==> src/rtl/io_port_bank.sv <==
`default_nettype none
// ============================================================================
// Module      : io_port_bank
// Description : Decoded I/O write-port bank with per-port lock, edge-detected
//               write acceptance and a write-event FIFO. Optional readback is
//               enabled by defining IO_PORT_BANK_READBACK_EN.
// Revision    : 1.0 - initial release
// ============================================================================
module io_port_bank #(
    parameter int                   NPORTS     = 4,
    parameter logic [16*NPORTS-1:0] PORT_ADDR  = {16'h1FFD, 16'hDFFD, 16'h7FFD, 16'h00FE},
    parameter logic [16*NPORTS-1:0] PORT_MASK  = {16'hF002, 16'hFFFF, 16'h8002, 16'h0001},
    parameter logic [NPORTS-1:0]    LOCK_MASK  = 4'b0100,
    parameter int                   LOCK_BIT   = 5,
    parameter int                   FIFO_DEPTH = 4
) (
    input  logic                  clk28,
    input  logic                  rst_n,
    input  logic                  bus_ioreq,
    input  logic                  bus_rd,
    input  logic                  bus_wr,
    input  logic [15:0]           bus_a,
    input  logic [7:0]            bus_d,
    input  logic [NPORTS-1:0]     en,
    input  logic                  unlock,
    output logic [8*NPORTS-1:0]   port_q,
    output logic [NPORTS-1:0]     wr_stb,
    output logic [7:0]            d_out,
    output logic                  d_out_active,
    output logic                  ev_valid,
    input  logic                  ev_ready,
    output logic [2:0]            ev_port,
    output logic [7:0]            ev_data,
    output logic                  ev_overflow,
    input  logic                  ev_clear
);

    localparam int             c_AW      = $clog2(FIFO_DEPTH);
    localparam logic [c_AW:0]  c_DEPTH   = (c_AW+1)'(FIFO_DEPTH);
    localparam logic [c_AW:0]  c_CNT_ONE = (c_AW+1)'(1);
    localparam logic [c_AW-1:0] c_PTR_ONE = c_AW'(1);

    logic [NPORTS-1:0] w_match;
    logic [NPORTS-1:0] w_wsel;
    logic [NPORTS-1:0] w_acc;
    logic [NPORTS-1:0] w_locked;
    logic [NPORTS-1:0] r_wsel_q;
    logic [NPORTS-1:0] r_wr_stb;

    generate
        for (genvar i = 0; i < NPORTS; i++) begin : g_port
            logic [7:0] r_q;
            logic       r_lock;

            assign w_match[i]  = ((bus_a ^ PORT_ADDR[16*i +: 16]) & PORT_MASK[16*i +: 16]) == 16'h0000;
            assign w_wsel[i]   = bus_ioreq & bus_wr & w_match[i] & en[i] & (~r_lock | unlock);
            assign w_acc[i]    = w_wsel[i] & ~r_wsel_q[i];
            assign w_locked[i] = r_lock;
            assign port_q[8*i +: 8] = r_q;

            always_ff @(posedge clk28 or negedge rst_n) begin
                if (!rst_n) begin
                    r_q    <= 8'h00;
                    r_lock <= 1'b0;
                end else if (w_acc[i]) begin
                    r_q <= bus_d;
                    // Override reloads the lock; otherwise a lock can only be set.
                    if (unlock)
                        r_lock <= LOCK_MASK[i] & bus_d[LOCK_BIT];
                    else if (LOCK_MASK[i] & bus_d[LOCK_BIT])
                        r_lock <= 1'b1;
                end
            end
        end
    endgenerate

    always_ff @(posedge clk28 or negedge rst_n) begin
        if (!rst_n) begin
            r_wsel_q <= '0;
            r_wr_stb <= '0;
        end else begin
            r_wsel_q <= w_wsel;
            r_wr_stb <= w_acc;
        end
    end

    assign wr_stb = r_wr_stb;

    logic       w_any_acc;
    logic [2:0] w_low_idx;

    always_comb begin
        w_any_acc = |w_acc;
        w_low_idx = 3'd0;
        for (int i = NPORTS - 1; i >= 0; i--) begin
            if (w_acc[i])
                w_low_idx = 3'(i);
        end
    end

    logic [10:0]     r_mem [FIFO_DEPTH];
    logic [c_AW-1:0] r_rd_ptr;
    logic [c_AW-1:0] r_wr_ptr;
    logic [c_AW:0]   r_count;
    logic            r_overflow;
    logic            w_full;
    logic            w_pop;
    logic            w_push_req;
    logic            w_push;

    assign ev_valid   = (r_count != '0);
    assign w_full     = (r_count == c_DEPTH);
    assign w_pop      = ev_valid & ev_ready & ~ev_clear;
    assign w_push_req = w_any_acc & ~ev_clear;
    // A pop in the same clock frees the slot a push into a full FIFO needs.
    assign w_push     = w_push_req & (~w_full | w_pop);

    always_ff @(posedge clk28 or negedge rst_n) begin
        if (!rst_n) begin
            r_rd_ptr   <= '0;
            r_wr_ptr   <= '0;
            r_count    <= '0;
            r_overflow <= 1'b0;
        end else if (ev_clear) begin
            r_rd_ptr   <= '0;
            r_wr_ptr   <= '0;
            r_count    <= '0;
            r_overflow <= 1'b0;
        end else begin
            if (w_push)
                r_wr_ptr <= r_wr_ptr + c_PTR_ONE;
            if (w_pop)
                r_rd_ptr <= r_rd_ptr + c_PTR_ONE;
            unique case ({w_push, w_pop})
                2'b10:   r_count <= r_count + c_CNT_ONE;
                2'b01:   r_count <= r_count - c_CNT_ONE;
                default: ;
            endcase
            if (w_push_req & ~w_push)
                r_overflow <= 1'b1;
        end
    end

    always_ff @(posedge clk28) begin
        if (w_push)
            r_mem[r_wr_ptr] <= {w_low_idx, bus_d};
    end

    assign ev_port     = r_mem[r_rd_ptr][10:8];
    assign ev_data     = r_mem[r_rd_ptr][7:0];
    assign ev_overflow = r_overflow;

`ifdef IO_PORT_BANK_READBACK_EN
    logic       r_rd_q;
    logic [7:0] r_d_out;
    logic       w_rb_hit;
    logic [7:0] w_rb_data;

    always_comb begin
        w_rb_hit  = 1'b0;
        w_rb_data = 8'h00;
        for (int i = NPORTS - 1; i >= 0; i--) begin
            if (w_match[i] & en[i]) begin
                w_rb_hit  = 1'b1;
                w_rb_data = port_q[8*i +: 8];
            end
        end
    end

    always_ff @(posedge clk28 or negedge rst_n) begin
        if (!rst_n) begin
            r_rd_q  <= 1'b0;
            r_d_out <= 8'h00;
        end else begin
            r_rd_q  <= bus_ioreq & bus_rd & w_rb_hit;
            r_d_out <= w_rb_data;
        end
    end

    assign d_out        = r_d_out;
    assign d_out_active = r_rd_q;
`else
    logic w_unused_rd;
    assign w_unused_rd  = bus_rd;
    assign d_out        = 8'hFF;
    assign d_out_active = 1'b0;
`endif

endmodule
`default_nettype wire

==> config.mk <==
export PLATFORM = sky130hd
export DESIGN_NAME = io_port_bank
export DESIGN_NICKNAME = d
export VERILOG_FILES = /design/src/rtl/io_port_bank.sv
export SDC_FILE = /design/constraint.sdc
export NUM_CORES = 1
export LEC_CHECK = 0
export CAP_MARGIN = 20
export CORE_ASPECT_RATIO = 0.6
export CORE_MARGIN = 4
export CORE_UTILIZATION = 35
export CTS_BUF_LIST = sky130_fd_sc_hd__clkbuf_8
export DETAILED_ROUTE_END_ITERATION = 6
export PLACE_DENSITY = 0.7
export SYNTH_ARGS = -nofsm -noshare
export SYNTH_HDL_FRONTEND = slang
export SYNTH_SLANG_ARGS = --single-unit
==> constraint.sdc <==
create_clock -name clk28 -period 6.9 [get_ports clk28]
set_input_delay 1.38 -clock clk28 [delete_from_list [all_inputs] [get_ports clk28]]
set_output_delay 1.38 -clock clk28 [all_outputs]
set_load 0.01 [all_outputs]
==> impl_results.md <==
- Outcome: finished, final reports clean
- Fmax: about 250 MHz
- Clock slew at reported path FFs: 0.08 ns
- Row cnt: 28
- Most common cell after layout, fill and taps aside: clkdlybuf4s50_1
- CP max stage delay: 0.55 ns
- Post-synth EDFFs: 40
- Maximum clock insertion buffer count: 2
- CP startpoint kind: input port
- GPL Wtd Cong: around 0.77
- Via density: roughly 4.7
- Die area: between 10000 and 15000 sq um
- Area delta synth->final: 30.08%
- CP bufs+invs: 1
- IO Count: 94
- Global-route wire length before repair: roughly 12000 um
- Synth Area in Compound Gates: 3.527%
- Largest net degree at the start of global routing: 50
- TritonCTS Sinks: 89
- R2r startpoint: g_port[2].r_lock$_DFFE_PN0P_
- FFs w/ async S/R, synth: a little under three fifths
- Sequential area share after synthesis: about two thirds
- Post-synth top area share: between 30% and 40%
- DP Area: roughly 4600 sq um
- # resized after CTS: 0
- Mapped Cells: between 200 and 300
- Die W: 140.6 um
- Adder-cell share of the synthesized area: under 10%
- Drt wl/cell: approximately 17 um
- XOR/XNOR Fraction of Synth Area: 0.9495%
- # DRC: 0
- Mapped Avg Cell Area: approximately 14 sq um
- Delay-heaviest family, CP: simple AND/OR/NAND/NOR gates
- Final WS setup: just under 3 ns
- Total grt overflow: 0
- GRT Util Overall: a little over an eighth
- Pleak: between 1.5 and 2 nW
- DRT Pass-1 Iters: 4
- Worst-path cell chain: clkdlybuf4s50_1 > nand3b_4 > a2111oi_4 > nand3b_2 > a41oi_4 > nor2b_1 > and2_1
- Pre-CTS setup slack: between 2 and 2.5 ns
- Post-DP HPWL: 5610 um
- Max FO, Critical Path: 12
- Worst Clk Skew: 0.01432 ns
- CTS tree: yes
- Final hold viol count: 0
- Rel. slew slack: a little under half
- Final setup TNS: 0 ns
- Worst reg-to-reg setup slack: between 4 and 5 ns
- Num CTS Buffers: 9
- Initial cell density of the core: between 30% and 40%
- Core Region: 10050 sq um
- Share of layout cells above drive strength 1: between 10% and 20%
- Root Buffer: clkbuf_8
- Yosys cell types: 46
- Commonest non-fill, non-tap cells in the layout: clkdlybuf4s50_1, dfrtp_1, nand2_1
- Vias in the first global route: roughly 2300
- CP startpoint: bus_wr
- Slew Limit Fails: 0
- WP data arrival: ~4 ns
- Synth Register Bits: 89
- IO Port Bufs: 82
- Final setup fails: 0
- Initial antenna violation count: 0
- Via count: 2252
- PD cells: approximately 260 nW/um^2
- Initial drt markers: roughly 120
- Largest family of logic cells by synthesized area: simple AND/OR/NAND/NOR gates
- Die H: around 90 um
- Ranking of synthesized cells by area: dfrtp_1, edfxtp_1, mux4_2, nand2_1, mux2_2
- Setup Buffers After CTS: 0
- Worst-Skew Late Latency: approximately 0.37 ns
- Min-Delay Startpoint: g_port[0].r_q[7]$_DFFE_PN0P_
- Worst path slowest cell: clkdlybuf4s50_1
- Post-synthesis simple-gate area fraction: between 10 and 15%
- Cell type with the largest total area after synthesis: dfrtp_1
- Fill cell count: around 850
- Max VDD drop: between 0.1 and 0.15 mV
- Nature of the critical path endpoint: register
- Design area: approximately 4800 sq um
- Mapped Area: between 3000 and 4000 sq um
- # nets final: around 380
- Most used flip-flop cell after synthesis: dfrtp_1
- Hold_ws: between 0.4 and 0.5 ns
- Critical path class: in2reg
- Fin crit share: just under 60%
- Diode count: 0
- CP required: between 6 and 7 ns
- Hold buffers post-CTS: 0
- Syn. warnings: 0
- Slew @ Worst Pin: about 0.8 ns
- RSZ-0062 raised after global routing: false
- Max_cap viols: 0
- Htree depth: 3
- Mux share of post-synthesis cell area: around an eighth
- DRT Wirelength: approximately 7900 um
- Post-DRT Antenna Nets: 0
- Clock period minus worst slack: 4.002 ns
- HP Class: reg2reg
## tightest hold or removal path, stage by stage, from the launching register on
cell and delay [ns]:
dfrtp_1 0.35, nand2_1 0.05, nand2_1 0.05
## cells in the mapped netlist, types with 2 or more instances
cell / number
a21oi_1: 2
and2_1: 7
buf_4: 11
clkbuf_1: 4
clkinv_1: 2
conb_1: 2
dfrtp_1: 49
edfxtp_1: 40
ha_1: 4
inv_1: 7
mux2_2: 15
mux4_2: 10
nand2_1: 48
nand4_1: 3
nand4b_1: 2
nor2_1: 10
nor2b_1: 2
o21ai_0: 5
or2_2: 2
or3_1: 2
xnor2_1: 3
## path summary, 6_finish.rpt
path | to | depth (start not counted)
max in group asynchronous | g_port[2].r_lock$_DFFE_PN0P_ | 2
setup / recovery | r_mem[1][3]$_DFFE_PP_ | 7
min in group asynchronous | g_port[0].r_q[2]$_DFFE_PN0P_ | 1
setup reg to reg | r_mem[1][3]$_DFFE_PP_ | 5
hold / removal | g_port[0].r_q[7]$_DFFE_PN0P_ | 2
hold reg to reg | g_port[0].r_q[7]$_DFFE_PN0P_ | 2
## metal layers
metal	GRT usage (%)	up-vias	wire (um)
met1	18.01	1107	3579
met5	0	-	0
met3	6.492	11	868
li1	-	1047	-
met2	19.57	87	3374
met4	4.222	0	102
## flip-flops by register name (all words and copies together), names as in the netlist
signal / count
r_mem: 40
g_port.r_q: 32
r_wsel_q: 4
wr_stb: 4
r_count: 3
r_rd_ptr: 2
r_wr_ptr: 2
ev_overflow: 1
g_port.r_lock: 1
## area by class of cell
class | count | area (sq um) | area share (%)
inverter | 10 | 37.54 | 0.7821
timing repair buffer | 83 | 835.8 | 17.41
sequential | 89 | 2427 | 50.57
clock buffer | 9 | 123.9 | 2.581
multi-input combinational | 147 | 1149 | 23.93
tap | 135 | 168.9 | 3.519
clock inverter | 7 | 57.56 | 1.199
## power by group
group          switching [mW]  total, mW  internal, mW
registers              0.0399      0.627         0.587
clock network           0.176      0.338         0.162
logic                   0.113      0.279         0.166
## metrics by stage
stage / total power [mW] / instances / util (%)
after floorplan: 0.7758 / 263 / -
after global placement: 0.9158 / 463 / 45.73
after detailed placement: 0.9205 / 463 / 45.73
after CTS: 1.258 / 479 / 47.54
after global routing: 1.310 / 480 / 47.74
final: 1.244 / 480 / 47.74
## cells by family after synthesis
group	count (synthesis)
compound gates	13
xor+xnor	4
buf+inv	27
flops	89
simple gates	87
fa+ha+maj	5
mux	28
other cells	2
(Power assumes the default switching activity.)
